`config.mk`:
```
export PLATFORM = sky130hd
export DESIGN_NAME = hazard_stall_ctrl
export DESIGN_NICKNAME = d
export VERILOG_FILES = /design/src/rtl/hazard_stall_ctrl.sv
export SDC_FILE = /design/constraint.sdc
export NUM_CORES = 1
export LEC_CHECK = 0
export CAP_MARGIN = 15
export CORE_MARGIN = 2
export CORE_UTILIZATION = 49
export DETAILED_ROUTE_END_ITERATION = 7
export GPL_TIMING_DRIVEN = 0
export PLACE_DENSITY = 0.93
export REMOVE_ABC_BUFFERS = 1
export SYNTH_ARGS = -nofsm -noshare
export SYNTH_HDL_FRONTEND = slang
export SYNTH_SLANG_ARGS = --single-unit
```
`constraint.sdc`:
```
create_clock -name clk -period 4.53 [get_ports clk]
set_input_delay 0.6795 -clock clk [delete_from_list [all_inputs] [get_ports clk]]
set_output_delay 0.6795 -clock clk [all_outputs]
set_load 0.03 [all_outputs]
```
`src/rtl/hazard_stall_ctrl.sv`:
```
// Pipeline sequencing controller for the 5-stage WISC core: load-use stalls, memory freezes,
// redirect flushes and HALT latching, plus saturating stall/flush performance counters.
module hazard_stall_ctrl #(
    parameter int CNT_W = 16
) (
    input  logic             clk,
    input  logic             rst,
    input  logic [2:0]       rs_d,
    input  logic [2:0]       rt_d,
    input  logic             valid_rs_d,
    input  logic             valid_rt_d,
    input  logic [2:0]       rd_e,
    input  logic             mem_read_e,
    input  logic             reg_write_e,
    input  logic             branch_taken_e,
    input  logic             imem_stall,
    input  logic             dmem_req,
    input  logic             dmem_done,
    input  logic             halt_m,
    output logic             pc_write_en,
    output logic             ifid_write_en,
    output logic             ifid_flush,
    output logic             idex_bubble,
    output logic             exmem_write_en,
    output logic             memwb_bubble,
    output logic             halted,
    output logic [CNT_W-1:0] stall_cycles,
    output logic [CNT_W-1:0] flush_count,
    output logic [1:0]       dbg_state,
    output logic             dbg_redirect_pending
);

    // Data-memory handshake: dmem_req is the valid of the MEM-stage access and dmem_done is
    // its ready; the access completes in the cycle both are high, and until then the
    // pipeline from PC through EX/MEM holds while MEM/WB receives bubbles.

    typedef enum logic [1:0] {
        RUN      = 2'd0,
        MEM_WAIT = 2'd1,
        HALT     = 2'd2
    } state_t;

    state_t state, state_next;
    logic   redirect_pending, redirect_pending_next;
    logic   hazard_eval;
    logic   redirect_fire;
    logic   load_use;
    logic   mem_busy;

    // R0 is an ordinary register in this ISA, so no zero-register exclusion.
    assign load_use = mem_read_e & reg_write_e &
                      ((valid_rs_d & (rs_d == rd_e)) | (valid_rt_d & (rt_d == rd_e)));
    assign mem_busy = dmem_req & ~dmem_done;

    assign dbg_state            = state;
    assign dbg_redirect_pending = redirect_pending;

    always_ff @(posedge clk) begin
        if (rst) begin
            state            <= RUN;
            redirect_pending <= 1'b0;
        end else begin
            state            <= state_next;
            redirect_pending <= redirect_pending_next;
        end
    end

    always_comb begin
        pc_write_en           = 1'b1;
        ifid_write_en         = 1'b1;
        ifid_flush            = 1'b0;
        idex_bubble           = 1'b0;
        exmem_write_en        = 1'b1;
        memwb_bubble          = 1'b0;
        halted                = 1'b0;
        state_next            = state;
        redirect_pending_next = redirect_pending;
        hazard_eval           = 1'b0;
        redirect_fire         = 1'b0;

        if (rst) begin
            pc_write_en    = 1'b0;
            ifid_write_en  = 1'b0;
            exmem_write_en = 1'b0;
            ifid_flush     = 1'b1;
            idex_bubble    = 1'b1;
            memwb_bubble   = 1'b1;
        end else begin
            case (state)
                RUN: begin
                    if (mem_busy) begin
                        pc_write_en    = 1'b0;
                        ifid_write_en  = 1'b0;
                        exmem_write_en = 1'b0;
                        memwb_bubble   = 1'b1;
                        state_next     = MEM_WAIT;
                    end else if (halt_m) begin
                        // HALT itself moves on into MEM/WB; everything upstream stops.
                        pc_write_en    = 1'b0;
                        ifid_write_en  = 1'b0;
                        exmem_write_en = 1'b0;
                        state_next     = HALT;
                    end else begin
                        hazard_eval = 1'b1;
                    end
                end
                MEM_WAIT: begin
                    if (!dmem_done) begin
                        pc_write_en    = 1'b0;
                        ifid_write_en  = 1'b0;
                        exmem_write_en = 1'b0;
                        memwb_bubble   = 1'b1;
                    end else begin
                        hazard_eval = 1'b1;
                        state_next  = RUN;
                    end
                end
                HALT: begin
                    pc_write_en    = 1'b0;
                    ifid_write_en  = 1'b0;
                    exmem_write_en = 1'b0;
                    ifid_flush     = 1'b1;
                    idex_bubble    = 1'b1;
                    memwb_bubble   = 1'b1;
                    halted         = 1'b1;
                end
                default: begin
                    state_next = RUN;
                end
            endcase

            if (hazard_eval) begin
                // A pending redirect means the fetch under the stall is wrong-path.
                if (redirect_pending && !imem_stall) begin
                    ifid_flush            = 1'b1;
                    redirect_pending_next = 1'b0;
                end
                if (branch_taken_e) begin
                    ifid_flush    = 1'b1;
                    idex_bubble   = 1'b1;
                    redirect_fire = 1'b1;
                    if (imem_stall) begin
                        redirect_pending_next = 1'b1;
                    end
                end else if (load_use) begin
                    pc_write_en   = 1'b0;
                    ifid_write_en = 1'b0;
                    idex_bubble   = 1'b1;
                end else if (imem_stall) begin
                    pc_write_en = 1'b0;
                    ifid_flush  = 1'b1;
                end
            end
        end
    end

    always_ff @(posedge clk) begin
        if (rst) begin
            stall_cycles <= '0;
            flush_count  <= '0;
        end else begin
            if (!pc_write_en && !halted && (stall_cycles != {CNT_W{1'b1}})) begin
                stall_cycles <= stall_cycles + CNT_W'(1);
            end
            if (redirect_fire && (flush_count != {CNT_W{1'b1}})) begin
                flush_count <= flush_count + CNT_W'(1);
            end
        end
    end

    halted_freezes_all: assert property (@(posedge clk) disable iff (rst)
        halted |-> (!pc_write_en && !ifid_write_en && !exmem_write_en));

    halt_state_sticky: assert property (@(posedge clk) disable iff (rst)
        (state == HALT) |=> (state == HALT));

endmodule
```
==> qor.log, run 1 <==
INFO  outcome        status=finished clean
INFO  die            chipHeight=65.5um
INFO  die            placeableCoreArea=0.00363mm^2
INFO  sta            grt_setup_unrepaired=false
INFO  sta            relSlewSlack=0.482
INFO  route          via_per_inst=5.49
INFO  yosys          postSynth.asyncResetShare=0
INFO  global_route   grt_pass1_wl=7510um
INFO  sta            finalMaxSlewViolations=0
INFO  pwr            p_leak=0.883nW
INFO  route          detail_route.iter0.violations=151
INFO  route          postRouteAntennaNets=0
INFO  yosys          synth.ff_latch_count=35
INFO  global_route   antenna_found_initial=0
INFO  sta            fmax=260MHz
INFO  yosys          synthesis.area=0.00185mm^2
INFO  place          dpl.hpwl=3250um
INFO  yosys          synth-edff-count=0
INFO  clock_tree     cts_tree=yes
INFO  die            dieWidth=65.5um
INFO  global_route   globalRouteTotalUtil=0.224
INFO  cells_and_area diodes=0
INFO  cells_and_area layout-drive-gt1-share=0.0512
INFO  pwr            max-vdd-ir-drop=0.000198V
INFO  hold_path      worstHoldPathType=flip-flop to flip-flop
INFO  job            drv.max_cap_violation_count=0
INFO  die            die-area=0.00428mm^2
INFO  cells_and_area end_of_flow_core_utilization=0.720
INFO  sta            share_of_the_cycle_needed_by_the_critical_path_after_routing=0.849
INFO  global_route   grt.overflow.total=0
INFO  critical_path  critical-path-top-cell-by-count=clkdlybuf4s50_1
INFO  yosys          synthesis.instances=230
INFO  sta            finalWorstPathRequiredPeriod=3.84ns
INFO  sta            timing.final.hold_violations=0
INFO  place          port-buffer-count=61
INFO  clock_tree     cts_setup_buffers=0
INFO  critical_path  cpMaxStageDelayCell=clkdlybuf4s50_1
INFO  route          dr_total_vias=1,873
INFO  route          routed_wire_length_per_instance=13.1um
INFO  critical_path  timing.critical_path.arrival=3.17ns
INFO  yosys          average_size_of_a_mapped_cell=8.05um^2
INFO  yosys          synth_cell_type_count=39
INFO  yosys          top_flip_flop_cell_by_instance_count_after_synthesis=dfxtp_1
INFO  yosys          yosysSeqAreaShare=0.379
INFO  clock_tree     ctsHoldBuffers=0
INFO  die            ioPinCount=62
INFO  sta            fin_worst_skew=0.00774ns
INFO  critical_path  crit_type=input pin to primary output
INFO  route          detail_route.wirelength=4470um
INFO  clock_tree     postCtsResizedCells=0
INFO  cells_and_area final_net_count=314
INFO  cells_and_area synthToLayoutAreaGrowth=41.3%
INFO  place          dp_cells=333
INFO  clock_tree     clock_tree.buffer_depth=2
INFO  critical_path  end_kind=primary output
INFO  global_route   grt_max_degree=22
INFO  clock_tree     ctsRootBufferMaster=clkbuf_8
INFO  critical_path  worstPathMaxFanout=21
INFO  sta            setup-tns-final=0ns
INFO  yosys          yosysWarningCount=0
INFO  critical_path  required=3.85ns
INFO  critical_path  cp_cell_sequence=clkdlybuf4s50_1 > buf_8 > o21bai_1 > a211o_2 > nor2_1 > clkdlybuf4s50_1
INFO  global_route   grt_pass1_vias=1,690
INFO  clock_tree     cts.sinks=35
INFO  clock_tree     clock_pin_slew_on_the_worst_setup_and_hold_paths=0.07ns
INFO  clock_tree     clock_latency=0.29ns
INFO  die            fp-row-count=22
INFO  route          drt_first_pass_iters=4
INFO  route          remaining_drc_errors=0
INFO  clock_tree     cts_buffers=5
INFO  pwr            total_power_density_per_cell_area=282mW/mm^2
INFO  die            floorplan.initialDensity=0.509
INFO  place          place.gp.congestion=0.788
INFO  clock_tree     clock_tree.htree_level_count=2
INFO  cells_and_area finalNonFillerCells=341
INFO  sta            worst-slew-pin-transition=0.775ns
INFO  critical_path  critPathLaunchType=input pin
INFO  critical_path  slowest_delay=0.80ns
INFO  sta            setup_viols_final=0
[per-stage QoR]
stage | instance area, um^2 | setup slack, ns | hold WS [ns] | total power (W)
final | 2620 | 0.685 | 0.511 | 0.000737
after global routing | 2620 | 0.507 | 0.530 | 0.000764
after CTS | 2620 | 0.656 | 0.504 | 0.000742
after detailed placement | 2500 | 0.659 | 0.490 | 0.000450
after global placement | 2480 | 0.458 | 0.479 | 0.000446
after floorplan | 1810 | 1.75 | 0.608 | 0.000393
[cells in the final DEF (no fill, tap or decap), drive strengths merged, types with 6 or more instances in the layout]
cell type,netlist,final
clkdlybuf4s50,0,61
xor2,6,6
inv,6,6
nand2,18,18
xnor2,12,12
nand4,10,10
nor3,8,8
dfxtp,35,35
clkbuf,4,6
nor2,30,30
nand3,7,7
o21ai,14,14
or3,10,10
a21oi,23,23
[path summary, 6_finish.rpt]
path / from / to / slack, ns / cells after the start
worst max-delay path: rst / pc_write_en / 0.69 / 6
worst min-delay path: stall_cycles[15] / stall_cycles[15] / 0.51 / 2
worst max register to register: dbg_state[1] / stall_cycles[5] / 2.25 / 6
worst min register to register: stall_cycles[15] / stall_cycles[15] / 0.51 / 2
[power breakdown]
group | switching, W | internal (W)
registers | 0.0000107 | 0.000314
clock network | 0.000116 | 0.000178
logic | 0.0000638 | 0.0000543
total | 0.000190 | 0.000547
[metal layers]
metal,up-vias,track usage,share of wire
met5,-,0,0
met4,0,0.0703,0.013
met3,7,0.0531,0.043
met2,46,0.418,0.51
met1,859,0.249,0.43
li1,961,-,-
[state kept, by name, indices dropped and copies added, names as in the netlist]
name	cells
dbg_redirect_pending	1
dbg_state	2
flush_count	16
stall_cycles	16
[synthesized netlist by cell type, types with 4 or more instances]
| cell type | n | area share |
|---|---|---|
| a21oi_1 | 22 | 0.060 |
| and3_1 | 5 | 0.017 |
| and4_1 | 5 | 0.024 |
| clkbuf_1 | 4 | 0.0081 |
| dfxtp_1 | 35 | 0.38 |
| inv_1 | 6 | 0.012 |
| nand2_1 | 18 | 0.037 |
| nand2b_1 | 4 | 0.014 |
| nand3_1 | 7 | 0.019 |
| nand4_1 | 10 | 0.034 |
| nor2_1 | 30 | 0.061 |
| nor3_1 | 8 | 0.022 |
| o21ai_0 | 13 | 0.035 |
| o31ai_1 | 5 | 0.020 |
| or3_1 | 10 | 0.034 |
| or4_1 | 5 | 0.020 |
| xnor2_1 | 12 | 0.057 |
| xor2_1 | 6 | 0.028 |
[critical path: cells and delay by family]
kind | cells | cell delay (ns)
buf+inv | 3 | 1.84
compound gates | 2 | 0.52
simple gates | 1 | 0.12
[logic make-up after synthesis]
logic type	after synthesis	synth area share
mux	4	0.0230
xor+xnor	18	0.0852
buf+inv	13	0.0331
simple gates	108	0.304
fa+ha+maj	2	0.0135
compound gates	50	0.163
flops	35	0.379
[layout make-up]
| type | instances | area (um^2) |
|---|---|---|
| multi-input combinational | 182 | 1090 |
| fill | 315 | 1020 |
| sequential | 35 | 701 |
| timing repair buffer | 62 | 626 |
| clock buffer | 6 | 82.6 |
| tap | 48 | 60.1 |
| clock inverter | 2 | 35.0 |
| inverter | 6 | 22.5 |
Power figures use the tool's default switching activity.
==> run 2: changes to the inputs <==
--- a/config.mk
+++ b/config.mk
@@ -7,10 +7,10 @@
 export LEC_CHECK = 0
 export CAP_MARGIN = 15
 export CORE_MARGIN = 2
-export CORE_UTILIZATION = 49
+export CORE_UTILIZATION = 41
 export DETAILED_ROUTE_END_ITERATION = 7
 export GPL_TIMING_DRIVEN = 0
-export PLACE_DENSITY = 0.93
+export PLACE_DENSITY = 0.84
 export REMOVE_ABC_BUFFERS = 1
 export SYNTH_ARGS = -nofsm -noshare
 export SYNTH_HDL_FRONTEND = slang
==> constraint.sdc (replaced) <==
create_clock -name clk -period 3.2 [get_ports clk]
set_input_delay 0.48 -clock clk [delete_from_list [all_inputs] [get_ports clk]]
set_output_delay 0.48 -clock clk [all_outputs]
set_load 0.03 [all_outputs]
==> qor.log, run 2 (synthesized netlist as in run 1, its figures left out) <==
INFO  outcome        status=finished clean
INFO  sta            finalMaxSlewViolations=0
INFO  cells_and_area final_common_cell=clkdlybuf4s50_1
INFO  pwr            combPwrFrac=0.170
INFO  sta            fmax=332MHz
INFO  critical_path  rrSetupSlack=0.96ns
INFO  cells_and_area diodes=0
INFO  place          detailed_place.area=0.00250mm^2
INFO  pwr            power.net_switching=0.000259W
INFO  clock_tree     cts_buffers=5
INFO  global_route   grt_pass1_vias=1,586
INFO  route          routed_wire_length_per_instance=12.1um
INFO  place          dpl.hpwl=3070um
INFO  critical_path  timing.rr.start=dbg_state[1]
INFO  global_route   grt_max_degree=25
INFO  global_route   grt.overflow.total=0
INFO  clock_tree     clock_tree.buffer_depth=2
INFO  clock_tree     clock_pin_slew_on_the_worst_setup_and_hold_paths=0.07ns
INFO  sta            timing.final.hold_violations=0
INFO  cells_and_area final_net_count=314
INFO  critical_path  slowest_delay=0.68ns
INFO  critical_path  critPathLaunchType=input pin
INFO  sta            fin_worst_skew=0.00601ns
INFO  critical_path  required=2.72ns
INFO  critical_path  critical-path-top-cell-by-count=clkdlybuf4s50_1
INFO  cells_and_area final_design_area_no_fill=0.00260mm^2
INFO  clock_tree     ctsHoldBuffers=0
INFO  clock_tree     clock_tree.htree_level_count=2
INFO  cells_and_area final-seq-area=701um^2
INFO  hold_path      worstHoldPathType=flip-flop to flip-flop
INFO  cells_and_area layout-drive-gt1-share=0.0478
INFO  pwr            power.share.sequential=0.471
INFO  sta            grt_setup_unrepaired=false
INFO  die            dieWidth=71.2um
INFO  sta            relSlewSlack=0.395
INFO  sta            setup_viols_final=0
INFO  critical_path  worst_r2r_path_depth=6
INFO  job            drv.max_cap_violation_count=0
INFO  sta            worst-slew-pin-transition=0.907ns
INFO  clock_tree     cts.sinks=35
INFO  critical_path  worstPathMaxFanout=6
INFO  cells_and_area total_area_of_multi_input_combinational_cells=0.00109mm^2
INFO  die            chipHeight=71.2um
INFO  route          detail_route.wirelength=4180um
INFO  place          place.gp.congestion=0.809
INFO  pwr            p_leak=0.874nW
INFO  cells_and_area synthToLayoutAreaGrowth=40.6%
INFO  pwr            total_power_density_per_cell_area=376mW/mm^2
INFO  critical_path  worst_setup_path_endpoint=pc_write_en
INFO  critical_path  cpMaxStageDelayCell=clkdlybuf4s50_1
INFO  route          drt_first_pass_iters=4
INFO  pwr            pwr-share-clk=0.359
INFO  critical_path  crit_type=input pin to primary output
INFO  global_route   antenna_found_initial=0
INFO  sta            share_of_the_cycle_needed_by_the_critical_path_after_routing=0.941
INFO  critical_path  end_kind=primary output
INFO  pwr            net_sw_frac=0.265
INFO  route          remaining_drc_errors=0
INFO  critical_path  crit_path_start=dmem_done
INFO  route          via_per_inst=5.33
INFO  route          detail_route.iter0.violations=90
INFO  route          dr_total_vias=1,838
INFO  clock_tree     ctsRootBufferMaster=clkbuf_8
INFO  place          port-buffer-count=61
INFO  pwr            max-vdd-ir-drop=0.000233V
INFO  global_route   globalRouteTotalUtil=0.166
INFO  clock_tree     cts_tree=yes
INFO  critical_path  rr_endpoint=stall_cycles[5]
INFO  critical_path  timing.critical_path.arrival=2.53ns
INFO  sta            hold_slack=0.496ns
INFO  clock_tree     clock_latency=0.29ns
INFO  cells_and_area most_frequent_cells_in_the_layout=clkdlybuf4s50_1, dfxtp_1, nor2_1
INFO  global_route   grt_pass1_wl=6850um
INFO  critical_path  cp_cell_sequence=clkdlybuf4s50_1 > o21bai_2 > and3_1 > a211o_2 > nor2_1 > clkdlybuf4s50_1
INFO  die            fp-row-count=24
INFO  clock_tree     cts_setup_buffers=0
INFO  route          postRouteAntennaNets=0
INFO  cells_and_area nFillCells=372
INFO  die            die-area=0.00507mm^2
INFO  die            placeableCoreArea=0.00435mm^2
INFO  die            floorplan.initialDensity=0.425
INFO  sta            finalWorstPathRequiredPeriod=3.01ns
INFO  die            ioPinCount=62
INFO  pwr            cellInternalPower=0.000718W
## run 2: per-stage QoR
step	power, W	setup WS [ns]	setup TNS, ns	std cells	utilization
CTS	0.000989	0.185	0	345	0.597
floorplan	0.000556	0.618	0	223	-
detailed placement	0.000637	-0.170	-0.327	337	0.575
finish	0.000977	0.187	0	345	0.597
global placement	0.000633	-0.500	-3.61	336	0.571
global route	0.00102	0.0825	0	345	0.597
## run 2: repair_timing
| action | in CTS | in global routing |
|---|---|---|
| resized for setup | 1 | 0 |
| endpoints found under the setup margin | 2 | 0 |
| hold endpoints to repair | 0 | 0 |
## run 2: power by group through the flow
stage                     clock network, W  registers (W)  logic (W)
after detailed placement                 0       0.000470   0.000167
after global routing              0.000378       0.000463   0.000180
after global placement                   0       0.000470   0.000162
final                             0.000351       0.000460   0.000166
after CTS                         0.000361       0.000460   0.000168
after floorplan                          0       0.000487  0.0000694
## run 2: critical path: cells and delay by family
kind	cells	cell delay [ns]
AO/OA/AOI/OAI	2	0.62
buffers and inverters	2	1.12
AND/OR/NAND/NOR	2	0.30
## run 2: cell type report
cell class,count,share of cell area
Inverter,6,0.00866
Clock buffer,8,0.0385
Timing Repair Buffer,62,0.240
Sequential cell,35,0.269
Tap cell,52,0.0250
Multi-Input combinational cell,182,0.418
## run 2: worst min-delay path by stage
stage | from | end | slack, ns | cells past startpoint
2_1_floorplan | rst | flush_count[11] | 0.55 | 1
6_report | stall_cycles[15] | stall_cycles[15] | 0.50 | 2
4_1_cts | stall_cycles[15] | stall_cycles[15] | 0.50 | 2
5_1_grt | stall_cycles[6] | stall_cycles[6] | 0.52 | 2
3_3_place_gp | stall_cycles[6] | stall_cycles[6] | 0.48 | 2
3_5_place_dp | stall_cycles[15] | stall_cycles[15] | 0.49 | 2
## run 2: layer usage
layer	part of all wire	up-vias	track usage
li1	-	950	-
met5	0	-	0
met4	0.012	0	0.0566
met3	0.044	8	0.0399
met1	0.47	839	0.215
met2	0.47	41	0.271
